--- config.mk ---
export PLATFORM = sky130hd
export DESIGN_NAME = exposure_timer_ctrl
export DESIGN_NICKNAME = d
export VERILOG_FILES = /design/src/rtl/cam_defs_pkg.sv /design/src/rtl/rise_edge_detect.sv /design/src/rtl/exposure_timer_ctrl.sv
export SDC_FILE = /design/constraint.sdc
export NUM_CORES = 1
export LEC_CHECK = 0
export BUFFER_PORTS_ARGS = -buffer_cell sky130_fd_sc_hd__buf_4
export CAP_MARGIN = 20
export CORE_MARGIN = 1
export CORE_UTILIZATION = 57
export DETAILED_ROUTE_END_ITERATION = 8
export PLACE_DENSITY = 0.78
export SLEW_MARGIN = 10
export SYNTH_ARGS = -nofsm -noshare
export SYNTH_HDL_FRONTEND = slang
export SYNTH_SLANG_ARGS = --single-unit
export TNS_END_PERCENT = 1
--- constraint.sdc ---
create_clock -name Clk -period 2.3 [get_ports Clk]
set_clock_uncertainty 0.05 [all_clocks]
set_input_delay 0.345 -clock Clk [delete_from_list [all_inputs] [get_ports Clk]]
set_output_delay 0.345 -clock Clk [all_outputs]
set_load 0.01 [all_outputs]
--- src/rtl/cam_defs_pkg.sv ---
// Camera-wide definitions: exposure FSM states and default exposure limits.
// Also used by the frame sequencer, so keep the constants in one place.
package cam_defs_pkg;

    typedef enum logic [1:0] {
        StIdle   = 2'd0,
        StExpose = 2'd1,
        StDone   = 2'd2
    } cam_state_e;

    localparam int unsigned CAM_EXP_W       = 5;
    localparam int unsigned CAM_EXP_MIN     = 2;
    localparam int unsigned CAM_EXP_MAX     = 30;
    localparam int unsigned CAM_EXP_DEFAULT = 10;
    localparam int unsigned CAM_TICK_DIV    = 1000;

    // Counter width for a modulus of n, never less than one bit.
    function automatic int unsigned cnt_width(int unsigned n);
        return (n <= 1) ? 1 : $clog2(n);
    endfunction

endpackage

--- src/rtl/rise_edge_detect.sv ---
// One-cycle pulse on the rising edge of an already-synchronised level input.
module rise_edge_detect (
    input  logic Clk,
    input  logic Reset,
    input  logic level,
    output logic pulse
);

    logic prev_q;

    always_ff @(posedge Clk) begin
        if (Reset) begin
            prev_q <= 1'b0;
        end else begin
            prev_q <= level;
        end
    end

    assign pulse = level & ~prev_q;

endmodule

--- src/rtl/exposure_timer_ctrl.sv ---
// Exposure setting register with button adjustment, and the exposure window timer
// that drives Expose for Exp_value * TICK_DIV cycles followed by a one-cycle Done.
module exposure_timer_ctrl
    import cam_defs_pkg::*;
#(
    parameter int unsigned EXP_W       = CAM_EXP_W,
    parameter int unsigned EXP_MIN     = CAM_EXP_MIN,
    parameter int unsigned EXP_MAX     = CAM_EXP_MAX,
    parameter int unsigned EXP_DEFAULT = CAM_EXP_DEFAULT,
    parameter int unsigned TICK_DIV    = CAM_TICK_DIV
) (
    input  logic             Clk,
    input  logic             Reset,
    input  logic             Exp_increase,
    input  logic             Exp_decrease,
    input  logic             Start,
    output logic [EXP_W-1:0] Exp_value,
    output logic             Expose,
    output logic             Busy,
    output logic             Done
);

    localparam int unsigned PRE_W = cnt_width(TICK_DIV);

    if (!(EXP_MIN >= 1 && EXP_MIN <= EXP_DEFAULT && EXP_DEFAULT <= EXP_MAX &&
          EXP_MAX <= (2 ** EXP_W) - 1 && TICK_DIV >= 1)) begin : g_bad_params
        $error("exposure_timer_ctrl: inconsistent exposure parameters");
    end

    cam_state_e       state_q, state_d;
    logic [PRE_W-1:0] pre_q;
    logic [EXP_W-1:0] units_q;
    logic [EXP_W-1:0] exp_q;
    logic             inc_req, dec_req;
    logic             tick_wrap, last_tick;

    rise_edge_detect u_inc_edge (
        .Clk   (Clk),
        .Reset (Reset),
        .level (Exp_increase),
        .pulse (inc_req)
    );

    rise_edge_detect u_dec_edge (
        .Clk   (Clk),
        .Reset (Reset),
        .level (Exp_decrease),
        .pulse (dec_req)
    );

    assign tick_wrap = (pre_q == PRE_W'(TICK_DIV - 1));
    assign last_tick = tick_wrap && (units_q == EXP_W'(1));

    always_ff @(posedge Clk) begin
        if (Reset) begin
            state_q <= StIdle;
        end else begin
            state_q <= state_d;
        end
    end

    always_comb begin
        state_d = state_q;
        unique case (state_q)
            StIdle:   if (Start) state_d = StExpose;
            StExpose: if (last_tick) state_d = StDone;
            StDone:   state_d = StIdle;
            default:  state_d = StIdle;
        endcase
    end

    always_comb begin
        Expose    = (state_q == StExpose);
        Busy      = (state_q != StIdle);
        Done      = (state_q == StDone);
        Exp_value = exp_q;
    end

    always_ff @(posedge Clk) begin
        if (Reset) begin
            pre_q   <= '0;
            units_q <= '0;
        end else if (state_q == StIdle && Start) begin
            // Latch the pre-adjust value; an adjust in this cycle affects only exp_q.
            pre_q   <= '0;
            units_q <= exp_q;
        end else if (state_q == StExpose) begin
            if (tick_wrap) begin
                pre_q   <= '0;
                units_q <= units_q - EXP_W'(1);
            end else begin
                pre_q <= pre_q + PRE_W'(1);
            end
        end
    end

    always_ff @(posedge Clk) begin
        if (Reset) begin
            exp_q <= EXP_W'(EXP_DEFAULT);
        end else if (state_q == StIdle) begin
            if (inc_req && !dec_req && exp_q < EXP_W'(EXP_MAX)) begin
                exp_q <= exp_q + EXP_W'(1);
            end else if (dec_req && !inc_req && exp_q > EXP_W'(EXP_MIN)) begin
                exp_q <= exp_q - EXP_W'(1);
            end
        end
    end

endmodule

==> metrics.md <==
| Metric | Value |
|---|---|
| Internal | `0.0006382 W` |
| Share of the synthesized area in the top cell type | `38.55%` |
| Slew headroom | `67.30%` |
| Antenna violations before repair | `0` |
| Clock transition at path regs | `0.13 ns` |
| Tmin final | `2.091 ns` |
| Core Rows | `16` |
| Max_cap viols | `0` |
| Post-synthesis cell area | `1246 µm²` |
| Worst Path Required | `2.51 ns` |
| DR DRC count | `0` |
| Reg2reg setup slack | `0.21 ns` |
| Switch Pwr | `0.0002573 W` |
| Worst Max-Slew Pin Slew | `0.4782 ns` |
| Clock sink count | `24` |
| Synth top cells by count | `dfxtp_1, nor2_1, nand2_1, xor2_1` |
| Initial DRC Count | `12` |
| CTS tree | `built` |
| Crit share post-route | `90.93%` |
| Finish-stage setup viols | `0` |
| GR Util All Layers | `21.14%` |
| Mapped Nets | `151` |
| Area contributors post-synth | `dfxtp_1, ha_1, xor2_1` |
| Count of final hold-check violations | `0` |
| TritonCTS Buffers | `3` |
| Crit path launch type | `flip-flop` |
| Layout net count | `165` |
| Number of H-tree levels | `1` |
| Power per cell area | `644.7 nW/µm²` |
| Fin. max-slew vios | `0` |
| Cell with the most instances after synthesis | `dfxtp_1` |
| First-pass GRT wire length | `3.953 mm` |
| Design area | `1389 µm²` |
| VDD IR max | `0.0004639 V` |
| Setup repair bufs after CTS | `0` |
| FMAX | `0.4782 GHz` |
| Synth Instances | `138` |
| CTS Root Cell | `clkbuf_4` |
| FF-to-FF path depth | `9` |
| Net Sw Frac | `28.73%` |
| Share of cells above drive strength 1 | `14.57%` |
| Finished Layout Cells | `178` |
| Core area | `2002 µm²` |
| Max FO, Critical Path | `7` |
| Post-synth EDFFs | `0` |
| Detailed Place HPWL | `1.670 mm` |
| DP Cell Count | `174` |
| Clock power share | `24.4%` |
| RR Endpoint | `Exp_value[4]` |
| Count of different cell masters after synthesis | `35` |
| Hold Path Origin | `Exp_increase` |
| Drt via density | `5.483` |
| Worst hold path class | `in2reg` |
| Setup CP Type | `reg2reg` |
| Clock insertion delay at the later pin of the skew report | `0.31 ns` |
| Post-synthesis sequential area ratio | `38.55%` |
| CTS max path bufs | `2` |
| Antenna-violating nets left | `0` |
| Number of synthesized register bits | `24` |
| Synth warn | `0` |
| Outcome | `complete, no violations` |
| Via count | `976` |
| Io pins | `13` |
| DR pass1 iterations | `4` |
| Die X | `48.76 µm` |
| Leakage | `0.5685 nW` |
| Area grow syn2layout | `11.45%` |
| # port buffers | `12` |
| RSZ-0062 raised after global routing | `no` |
| ANT cells | `0` |
| Combinational power share | `22.5%` |
| Die area | `2377 µm²` |
| RD Place Congestion | `0.8709` |
| Share of power burned in registers | `53.1%` |
| Most common flop cell mapped by yosys | `dfxtp_1` |
| Fraction of registers with async set/reset | `0%` |
| Synth area leader | `dfxtp_1` |
| DRT Wirelength | `2.215 mm` |
| Placed instance area | `1351 µm²` |
| Avg Inst Size Synth | `9.030 µm²` |
| Total negative slack | `0 ns` |
| Hold EP | `u_inc_edge.prev_q` |
| Final Util | `69.38%` |
| WHS Path Cells | `2` |
| Largest net degree at the start of global routing | `16` |
| Starting Density | `62.25%` |
| CP Capture Type | `flip-flop` |
| GRT overflow | `0` |
| R2r startpoint | `Exp_value[1]` |
| Vias in the first global route | `914` |
| Arrival time at the worst endpoint | `2.30 ns` |
| Die Span Y | `48.76 µm` |
| WL/cell | `12.44 µm` |
logic make-up (layout without fill, tap and decap cells):
| logic type | Yosys count | after routing | synth area share [%] |
|---|---|---|---|
| flops | 24 | 24 | 38.55 |
| buf+inv | 11 | 24 | 4.218 |
| compound gates | 17 | 17 | 10.34 |
| simple gates | 60 | 60 | 25.40 |
| xor+xnor | 16 | 16 | 11.25 |
| mux | 2 | 2 | 1.606 |
| fa+ha+maj | 8 | 8 | 8.634 |
registers in the layout, summed over array words and instances, names as in the netlist:
| name | count |
|---|---|
| units_q | 5 |
| pre_q | 10 |
| Exp_value | 5 |
| state_q | 2 |
| u_dec_edge.prev_q | 1 |
| u_inc_edge.prev_q | 1 |
how the worst max path moves through the flow:
| stage | startpoint | end | slack, ns |
|---|---|---|---|
| global route | Exp_value[1] | Exp_value[4] | 0.004 |
| detailed placement | Exp_increase | Exp_value[4] | 0.22 |
| floorplan | Exp_value[2] | Exp_value[4] | 0.22 |
| finish | Exp_value[1] | Exp_value[4] | 0.21 |
| global placement | Exp_value[1] | Exp_value[4] | 0.27 |
| CTS | Exp_value[2] | Exp_value[4] | 0.19 |
critical path: stages (launching register included):
cell,delay [ns]
dfxtp_1,0.47
nand4_1,0.14
nand3_1,0.11
inv_1,0.09
fa_1,0.40
nand3b_1,0.19
nand2_1,0.08
xnor2_1,0.06
or3_1,0.30
a21oi_1,0.13
cells in the final DEF (no fill, tap or decap), types with 5 or more instances in the layout:
| cell type | n |
|---|---|
| a21oi_1 | 5 |
| buf_4 | 13 |
| dfxtp_1 | 23 |
| ha_1 | 7 |
| inv_1 | 7 |
| nand2_1 | 9 |
| nand3_1 | 5 |
| nor2_1 | 19 |
| nor2b_1 | 5 |
| xnor2_1 | 7 |
| xor2_1 | 9 |
what timing repair did:
item / in CTS / in global routing
hold buffers: 0 / 0
resized for setup: 0 / 1
endpoints found under the setup margin: 0 / 1
power groups by stage:
| stage | Combinational [W] | Sequential (W) | Clock [W] |
|---|---|---|---|
| 3_5_place_dp | 0.000200 | 0.000484 | 0 |
| 3_3_place_gp | 0.000191 | 0.000483 | 0 |
| 6_report | 0.000201 | 0.000475 | 0.000219 |
| 2_1_floorplan | 0.000140 | 0.000482 | 0 |
| 4_1_cts | 0.000202 | 0.000475 | 0.000227 |
| 5_1_grt | 0.000226 | 0.000480 | 0.000243 |
routing by layer:
layer	vias to the layer above	global-route usage (%)	wire length (µm)
li1	498	-	-
met1	454	28.74	1051
met2	20	32.64	1035
met3	4	4.717	106
met4	0	7.843	21
met5	-	0	0
stage by stage:
| step | worst slack (ns) | hold slack (ns) | power [W] |
|---|---|---|---|
| finish | 0.2087 | 0.1907 | 0.0008954 |
| global route | 0.003968 | 0.2018 | 0.0009496 |
| CTS | 0.1886 | 0.1905 | 0.0009039 |
| detailed placement | 0.2213 | 0.4509 | 0.0006833 |
| global placement | 0.2680 | 0.4312 | 0.0006740 |
| floorplan | 0.2163 | 0.3666 | 0.0006213 |
area by class of cell:
| type | count | area, µm² |
|---|---|---|
| clock buffer | 4 | 36.28 |
| fill | 178 | 613.1 |
| inverter | 7 | 26.28 |
| multi-input combinational | 103 | 713.2 |
| sequential | 24 | 481.7 |
| tap | 27 | 33.78 |
| timing repair buffer | 13 | 97.59 |
Note: power is estimated with default switching activity, not from simulation.
